$ cat config.mk
export PLATFORM = sky130hd
export DESIGN_NAME = mem_arbiter
export DESIGN_NICKNAME = d
export VERILOG_FILES = /design/src/rtl/npc_bus_pkg.sv /design/src/rtl/rr_arb2.sv /design/src/rtl/mem_arbiter.sv
export SDC_FILE = /design/constraint.sdc
export NUM_CORES = 1
export LEC_CHECK = 0
export CAP_MARGIN = 20
export CELL_PAD_IN_SITES_DETAIL_PLACEMENT = 1
export CELL_PAD_IN_SITES_GLOBAL_PLACEMENT = 2
export CORE_MARGIN = 2
export CORE_UTILIZATION = 18
export DETAILED_ROUTE_END_ITERATION = 16
export PLACE_DENSITY_LB_ADDON = 0.08
export SETUP_SLACK_MARGIN = 0.15
export SLEW_MARGIN = 15
export SYNTH_ARGS = -nofsm -noshare
export SYNTH_HDL_FRONTEND = slang
export SYNTH_SLANG_ARGS = --single-unit
$ cat constraint.sdc
create_clock -name clk -period 5.3 [get_ports clk]
set_clock_uncertainty 0.1 [all_clocks]
set_input_delay 1.06 -clock clk [delete_from_list [all_inputs] [get_ports clk]]
set_output_delay 1.06 -clock clk [all_outputs]
set_load 0.05 [all_outputs]
$ cat src/rtl/npc_bus_pkg.sv
// npc_bus_pkg: shared definitions for the npc core memory-side buses.
//   state_t      : arbiter FSM states (IDLE, GRANT, WAIT)
//   OWN_IFU/LSU  : owner encoding; also the bit index of each requester
//                  in the two-bit request/grant vectors
//   RESP_*       : slave response codes
package npc_bus_pkg;

    typedef enum logic [1:0] {
        IDLE  = 2'd0,
        GRANT = 2'd1,
        WAIT  = 2'd2
    } state_t;

    localparam logic OWN_IFU = 1'b0;
    localparam logic OWN_LSU = 1'b1;

    localparam logic [1:0] RESP_OKAY   = 2'b00;
    localparam logic [1:0] RESP_SLVERR = 2'b10;
    localparam logic [1:0] RESP_DECERR = 2'b11;

endpackage

$ cat src/rtl/rr_arb2.sv
// rr_arb2: combinational two-way round-robin picker.
//   req[1:0] : request vector, bit 0 = IFU, bit 1 = LSU
//   last     : requester granted last (OWN_IFU / OWN_LSU)
//   gnt[1:0] : one-hot grant, or zero when nothing is requested
module rr_arb2
    import npc_bus_pkg::*;
(
    input  logic [1:0] req,
    input  logic       last,
    output logic [1:0] gnt
);

    always_comb begin
        gnt = req;
        // On a tie, the requester that was not served last wins.
        if (req == 2'b11) begin
            gnt = (last == OWN_IFU) ? 2'b10 : 2'b01;
        end
    end

endmodule

$ cat src/rtl/mem_arbiter.sv
// mem_arbiter: shares one memory slave port between the IFU and the LSU.
// One transaction is in flight at a time: IDLE picks a requester and
// latches its request, GRANT presents it to the slave, WAIT passes the
// slave response straight through to the owner.
//   clk, rst            : clock, synchronous active-high reset
//   ifu_req_* / ifu_*   : IFU request (addr) and response (rdata, resp)
//   lsu_req_* / lsu_*   : LSU request (addr, wen, wdata, wmask) and response
//   mem_req_* / mem_*   : latched request to the slave
//   mem_rsp_* / mem_*   : slave response (rdata, resp)
module mem_arbiter
    import npc_bus_pkg::*;
#(
    parameter int AW = 32,
    parameter int DW = 32
) (
    input  logic            clk,
    input  logic            rst,

    input  logic            ifu_req_valid,
    output logic            ifu_req_ready,
    input  logic [AW-1:0]   ifu_addr,
    output logic            ifu_rsp_valid,
    input  logic            ifu_rsp_ready,
    output logic [DW-1:0]   ifu_rdata,
    output logic [1:0]      ifu_resp,

    input  logic            lsu_req_valid,
    output logic            lsu_req_ready,
    input  logic [AW-1:0]   lsu_addr,
    input  logic            lsu_wen,
    input  logic [DW-1:0]   lsu_wdata,
    input  logic [DW/8-1:0] lsu_wmask,
    output logic            lsu_rsp_valid,
    input  logic            lsu_rsp_ready,
    output logic [DW-1:0]   lsu_rdata,
    output logic [1:0]      lsu_resp,

    output logic            mem_req_valid,
    input  logic            mem_req_ready,
    output logic [AW-1:0]   mem_addr,
    output logic            mem_wen,
    output logic [DW-1:0]   mem_wdata,
    output logic [DW/8-1:0] mem_wmask,
    input  logic            mem_rsp_valid,
    output logic            mem_rsp_ready,
    input  logic [DW-1:0]   mem_rdata,
    input  logic [1:0]      mem_resp
);

    state_t          state;
    logic            owner;
    logic            last_grant;
    logic [1:0]      gnt;

    logic            in_idle;
    logic            in_grant;
    logic            in_wait;
    logic            owner_rsp_ready;
    logic            ifu_sel;
    logic            lsu_sel;

    rr_arb2 u_pick (
        .req  ({lsu_req_valid, ifu_req_valid}),
        .last (last_grant),
        .gnt  (gnt)
    );

    // Gating with rst keeps every handshake output low in the reset cycle,
    // even while the state register still holds a pre-reset value.
    assign in_idle  = (state == IDLE)  && !rst;
    assign in_grant = (state == GRANT) && !rst;
    assign in_wait  = (state == WAIT)  && !rst;

    // Depends only on state and requester valids, never on mem_req_ready.
    assign ifu_req_ready = in_idle && gnt[OWN_IFU];
    assign lsu_req_ready = in_idle && gnt[OWN_LSU];

    assign mem_req_valid = in_grant;

    assign owner_rsp_ready = (owner == OWN_LSU) ? lsu_rsp_ready : ifu_rsp_ready;
    assign mem_rsp_ready   = in_wait && owner_rsp_ready;

    assign ifu_sel = in_wait && (owner == OWN_IFU);
    assign lsu_sel = in_wait && (owner == OWN_LSU);

    assign ifu_rsp_valid = ifu_sel && mem_rsp_valid;
    assign lsu_rsp_valid = lsu_sel && mem_rsp_valid;
    assign ifu_rdata     = ifu_sel ? mem_rdata : '0;
    assign ifu_resp      = ifu_sel ? mem_resp  : RESP_OKAY;
    assign lsu_rdata     = lsu_sel ? mem_rdata : '0;
    assign lsu_resp      = lsu_sel ? mem_resp  : RESP_OKAY;

    always_ff @(posedge clk) begin
        if (rst) begin
            state      <= IDLE;
            owner      <= OWN_IFU;
            last_grant <= OWN_IFU;
            mem_addr   <= '0;
            mem_wen    <= 1'b0;
            mem_wdata  <= '0;
            mem_wmask  <= '0;
        end else begin
            case (state)
                IDLE: begin
                    // A nonzero grant implies the winner's valid is high,
                    // so the grant itself is the request handshake.
                    if (gnt[OWN_IFU]) begin
                        mem_addr  <= ifu_addr;
                        mem_wen   <= 1'b0;
                        mem_wdata <= '0;
                        mem_wmask <= '0;
                        owner     <= OWN_IFU;
                        state     <= GRANT;
                    end else if (gnt[OWN_LSU]) begin
                        mem_addr  <= lsu_addr;
                        mem_wen   <= lsu_wen;
                        mem_wdata <= lsu_wdata;
                        mem_wmask <= lsu_wmask;
                        owner     <= OWN_LSU;
                        state     <= GRANT;
                    end
                end
                GRANT: begin
                    if (mem_req_ready) begin
                        state <= WAIT;
                    end
                end
                WAIT: begin
                    if (mem_rsp_valid && owner_rsp_ready) begin
                        last_grant <= owner;
                        state      <= IDLE;
                    end
                end
                default: state <= IDLE;
            endcase
        end
    end

endmodule

# == After elaboration in Yosys (flattened, before gate mapping) ==
# Cells that the tools add are included.
# Widths: inputs -> output; s select.
# totals
reg_bits,73
in_bits,143
word_cells,53
# op_classes
n_eq_ne,6
n_mux,22
n_bitwise,1
n_reduce_logical,17
# ops
operator,n
$mux 32,6
$mux 2,8
$logic_and 1x1->1,11
$mux 4,2
$pmux 2 s3,1
$mux 1,5
$eq 2x2->1 const B,2
$reduce_and 2->1,2
$ne 3x3->1 const B,1
$reduce_and 3->1,1
$eq 2x1->1 const B,1
$logic_not 2->1,1
$ne 2x1->1 const B,1
$ne 2x2->1 const B,1
$reduce_bool 2->1,1
$logic_not 1->1,1
$not 1->1,1

# == Longest topological paths before layout ==
# logic_depth
ltp_word,5
ltp_mapped,7

# == Modules after synthesis ==
# Synthesis repeated with hierarchy kept, for this count alone.
# unflattened
hier_cells,427
hier_area_um2,3782.4
# modules_own_cells
module,n_inst,cells_each,area_per_inst_um2
mem_arbiter,1,424,3763.6
rr_arb2,1,3,18.8

# == Worst setup path after synthesis ==
# No wires, ideal clock.
# synth_path
kind,input -> output
from,input port rst
to,output port ifu_rdata[10]
arrival_time_ns,2.306
t_required_ns,4.140
slack_ns,1.834
path_stages,4
cell_sequence,or3b_1 -> nor2_2 -> clkbuf_2 -> and2_1
# synth_via
elab_chain_len,4
# synth_lines
item,line_no,source
"start, declared",mem_arbiter.sv:17,"input logic rst,"
$logic_not 1->1,mem_arbiter.sv:72,assign in_wait = (state == WAIT) && !rst;
$logic_and 1x1->1,mem_arbiter.sv:72,
$logic_and 1x1->1,mem_arbiter.sv:83,assign ifu_sel = in_wait && (owner == OWN_IFU);
$mux 32,mem_arbiter.sv:88,assign ifu_rdata = ifu_sel ? mem_rdata : '0;
"end, declared",mem_arbiter.sv:24,"output logic [DW-1:0] ifu_rdata,"
# Every way passes these cells.

# == Worst setup path in the final report ==
# layout_path
from,input port rst
to,output port lsu_rdata[17]
# layout_via
elab_chain_len,4
# layout_lines
item,line_no,source
$logic_not 1->1,mem_arbiter.sv:72,
$logic_and 1x1->1,mem_arbiter.sv:72,
$logic_and 1x1->1,mem_arbiter.sv:84,assign lsu_sel = in_wait && (owner == OWN_LSU);
$mux 32,mem_arbiter.sv:90,assign lsu_rdata = lsu_sel ? mem_rdata : '0;
"end, declared",mem_arbiter.sv:35,"output logic [DW-1:0] lsu_rdata,"
# Every way passes these cells.

==> tab_implementation.tex <==
\begin{tabular}{lr}
\hline
Metric & Value \\
\hline
\multicolumn{2}{l}{\textbf{Run status}} \\
\quad Outcome & complete, no violations \\
\multicolumn{2}{l}{\textbf{Floorplan}} \\
\quad Number of cell rows & just over 50 \\
\quad Height of the chip & 145 um \\
\quad Effective utilization at floorplan & $\sim$18\% \\
\quad Core Region & roughly 20000 sq um \\
\quad Die Span X & about 150 um \\
\quad I/O pins & between 200 and 300 \\
\quad Die outline area & between 20000 and 25000 sq um \\
\multicolumn{2}{l}{\textbf{Pwr}} \\
\quad Static Leakage & 2.46 nW \\
\quad Int Power & 1.30 mW \\
\quad Power share of the combinational group & between 30\% and 40\% \\
\quad Register share of total power & around a third \\
\quad Ratio of total power to cell area & 292 nW/um\^{}2 \\
\quad Switching part of the total & 35.5\% \\
\quad Power share of the clock group & between 30\% and 40\% \\
\quad Net load switching power & roughly 0.72 mW \\
\quad Worst IR Drop VDD & around 0.15 mV \\
\multicolumn{2}{l}{\textbf{Global routing}} \\
\quad Congestion Overflow GR & 0 \\
\quad Overall fraction of global-route tracks in use & 16.2\% \\
\quad Pin count of the biggest net entering global routing & 40 \\
\quad Initial antenna violation count & 2 \\
\quad Via count of the first global-routing pass & $\sim$4100 \\
\quad Wire length of the first global-routing pass & $\sim$26000 um \\
\multicolumn{2}{l}{\textbf{Yosys}} \\
\quad Count of synthesis-stage warnings from yosys & 0 \\
\quad Post-synthesis instance area & roughly 3600 sq um \\
\quad Register area share after synthesis & 40.8\% \\
\quad Cell type with the highest aggregate area in the netlist & sky130\_fd\_sc\_hd\_\_dfxtp\_1 \\
\quad Average cell area after synthesis & approximately 9.5 sq um \\
\quad Number of register bits inferred by synthesis & 73 \\
\quad Cell types with the largest area share after synthesis & sky130\_fd\_sc\_hd\_\_dfxtp\_1, sky130\_fd\_sc\_hd\_\_and2\_1, sky130\_fd\_sc\_hd\_\_a311oi\_2 \\
\quad Synth Net Count & around 520 \\
\quad Share of Yosys cell area claimed by the top area cell type & between 40 and 50\% \\
\quad Count of mapped cells out of synthesis & between 300 and 400 \\
\quad Number of library cell types mapped by synthesis & 30 \\
\multicolumn{2}{l}{\textbf{CTS}} \\
\quad CTS tree & yes \\
\quad Clock-pin slew of the registers on the worst-case setup and hold paths & 70 ps \\
\quad Hold buffer count at CTS & 0 \\
\quad Buffers inserted by post-CTS timing repair & 0 \\
\quad Clock Path Buffers & 2 \\
\quad Number of buffers inserted during clock tree synthesis & 9 \\
\quad Count of H-tree levels built during CTS & 3 \\
\quad Clk sinks & 73 \\
\quad Clock root buffer master & sky130\_fd\_sc\_hd\_\_clkbuf\_16 \\
\quad Later-pin clock latency in the skew report & 340 ps \\
\quad Post-CTS sizing & 0 \\
\multicolumn{2}{l}{\textbf{Timing}} \\
\quad Final period demand of the worst path & between 4000 and 5000 ps \\
\quad Post-route fraction of the period consumed by the critical path & roughly four fifths \\
\quad Highest attainable clock frequency & 231 MHz \\
\quad Relative slew slack & a little under a third \\
\quad Final setup violation count & 0 \\
\quad Count of endpoints failing hold in the final timing report & 0 \\
\quad PnR worst setup slack & just under 1000 ps \\
\quad Final TNS setup & 0 ps \\
\quad Setup repair after global routing missed its margin & no \\
\quad Max Transition Viols Final & 0 \\
\quad Transition time of the tightest slew-check pin & 1020 ps \\
\multicolumn{2}{l}{\textbf{Placement}} \\
\quad HPWL Detailed & 12900 um \\
\quad GPL Wtd Cong & just over 0.8 \\
\quad Worst slack at placement & around 920 ps \\
\quad Number of buffers added on ports & 285 \\
\multicolumn{2}{l}{\textbf{Hold path}} \\
\quad Hold Path Depth & 1 \\
\quad Worst min-delay path endpoint & mem\_wdata[0] \\
\quad Min-Delay Path Class & flip-flop to flip-flop \\
\quad Worst hold path startpoint & mem\_wdata[0] \\
\multicolumn{2}{l}{\textbf{Detailed routing}} \\
\quad Number of iterations in the first detailed-routing pass & 4 \\
\quad Final routed wirelength across all metal layers & around 18000 um \\
\quad Iteration-0 DRC count of the detailed router & 89 \\
\quad Vias after detailed routing & approximately 4000 \\
\quad Drt via density & about 4.4 \\
\quad Average wire per cell in the routed design & $\sim$19 um \\
\quad Remaining routing DRC violations & 0 \\
\quad Count of antenna-violating nets left after detailed routing & 0 \\
\multicolumn{2}{l}{\textbf{Setup path}} \\
\quad Category of the most critical setup path & input port to output pin \\
\quad Type of destination of the critical path & output pin \\
\quad Arrival time of the worst setup path & 3170 ps \\
\quad Data required time of the worst path & approximately 4100 ps \\
\quad R2R Path End & mem\_wdata[29] \\
\quad FF-to-FF Start & state[1] \\
\quad Largest driver fanout on the critical path & 35 \\
\quad Critical Path Start Type & input port \\
\quad Worst Reg-to-Reg Cells & 5 \\
\quad Flop2flop setup slack & 3080 ps \\
\multicolumn{2}{l}{\textbf{Finish}} \\
\quad Share of cells above drive strength 1 & 9.75\% \\
\quad Area growth from synthesis to layout & 93.2\% \\
\quad Net count reported at finish & 784 \\
\quad Most frequent cells in the layout & sky130\_fd\_sc\_hd\_\_clkdlybuf4s50\_1, sky130\_fd\_sc\_hd\_\_dfxtp\_1, sky130\_fd\_sc\_hd\_\_and2\_1 \\
\quad Most frequent standard cell in the layout excluding fill and tap cells & sky130\_fd\_sc\_hd\_\_clkdlybuf4s50\_1 \\
\multicolumn{2}{l}{\textbf{Run}} \\
\quad MaxCap Viol Count & 0 \\
\hline
\end{tabular}
==> layout make-up <==
type	count	area [sq um]
inverter	4	15.0
tap	265	332
fill	2251	12600
clock buffer	9	225
clock inverter	7	103
timing repair buffer	294	2910
sequential	73	1460
multi-input combinational	259	1880
antenna	1	2.50
==> cell families (layout without fill, tap and decap cells) <==
kind of cell           count (synthesis)  count (layout)  share of synthesized area [%]
muxes                                  1               1                          0.279
DFF                                   73              73                           40.8
AOI/OAI and AO/OA                    139             139                           32.1
and+or+nand+nor                      119             119                           19.9
buffers and inverters                 47             314                           6.98
other                                  0               1                              0
==> worst max path at each step <==
stage | start | end | slack, ps
after floorplan | rst | ifu_rdata[10] | 1830
after global placement | rst | lsu_rdata[8] | 950
after detailed placement | rst | lsu_rdata[8] | 920
after CTS | rst | lsu_rdata[8] | 920
after global routing | rst | lsu_rdata[8] | 810
final | rst | lsu_rdata[17] | 970
==> Yosys cell counts <==
library cell               instances
sky130_fd_sc_hd__nand3b_1          1
sky130_fd_sc_hd__or3b_1            1
sky130_fd_sc_hd__nor2_4            1
sky130_fd_sc_hd__clkbuf_1         22
sky130_fd_sc_hd__inv_1             4
sky130_fd_sc_hd__and2_1           70
sky130_fd_sc_hd__and4_1            2
sky130_fd_sc_hd__dfxtp_1          73
sky130_fd_sc_hd__buf_2             6
sky130_fd_sc_hd__buf_6             6
sky130_fd_sc_hd__a21oi_1          33
sky130_fd_sc_hd__a311oi_1          3
sky130_fd_sc_hd__a22o_1           38
sky130_fd_sc_hd__nor2_1            2
sky130_fd_sc_hd__a21oi_2           1
sky130_fd_sc_hd__or3_1             1
sky130_fd_sc_hd__buf_4             4
sky130_fd_sc_hd__nor2b_1           2
sky130_fd_sc_hd__o32ai_1           1
sky130_fd_sc_hd__a21o_1            1
sky130_fd_sc_hd__a311oi_2         29
sky130_fd_sc_hd__nand2b_1          2
sky130_fd_sc_hd__nor2_2            2
sky130_fd_sc_hd__clkbuf_2          5
sky130_fd_sc_hd__or2_1             1
sky130_fd_sc_hd__mux2i_1           1
sky130_fd_sc_hd__o21ai_0          33
sky130_fd_sc_hd__nand3_1          32
sky130_fd_sc_hd__nand2_1           1
sky130_fd_sc_hd__and2_4            1
==> state kept, by name, summed over array words and instances (netlist names) <==
register and count:
mem_addr 32, mem_wdata 32, mem_wmask 4, state 2
last_grant 1, mem_wen 1, owner 1
==> metrics by stage <==
stage	total power, mW	hold slack [ps]	cell area [sq um]	cells	util [%]
finish	2.02	375	6930	912	35.5
global route	2.11	388	6930	912	35.5
CTS	2.05	379	6920	911	35.5
detailed placement	1.35	356	6600	895	33.8
global placement	1.35	358	6600	895	33.8
floorplan	1.07	375	3580	379	-
==> routing by layer <==
| layer | part of all wire (%) | wire (um) | track usage, % | up-vias |
|---|---|---|---|---|
| met5 | 0.074 | 13 | 0 | - |
| met3 | 6.5 | 1150 | 4.21 | 26 |
| li1 | - | - | - | 1911 |
| met4 | 2.6 | 460 | 7.25 | 2 |
| met1 | 42 | 7410 | 18.9 | 1873 |
| met2 | 49 | 8540 | 27.7 | 194 |
==> power by group through the flow <==
stage,sequential (mW),combinational [mW],clock (mW)
floorplan,0.844,0.225,0
global placement,0.651,0.698,0
detailed placement,0.653,0.702,0
CTS,0.642,0.704,0.709
global route,0.649,0.731,0.733
finish,0.641,0.694,0.684
==> critical path, cell delays in order <==
cell and delay [ps]:
sky130_fd_sc_hd__buf_2 110, sky130_fd_sc_hd__or3b_1 450, sky130_fd_sc_hd__nor2_4 510, sky130_fd_sc_hd__and2_1 210, sky130_fd_sc_hd__clkdlybuf4s50_1 820
Power figures use the tool's default switching activity.
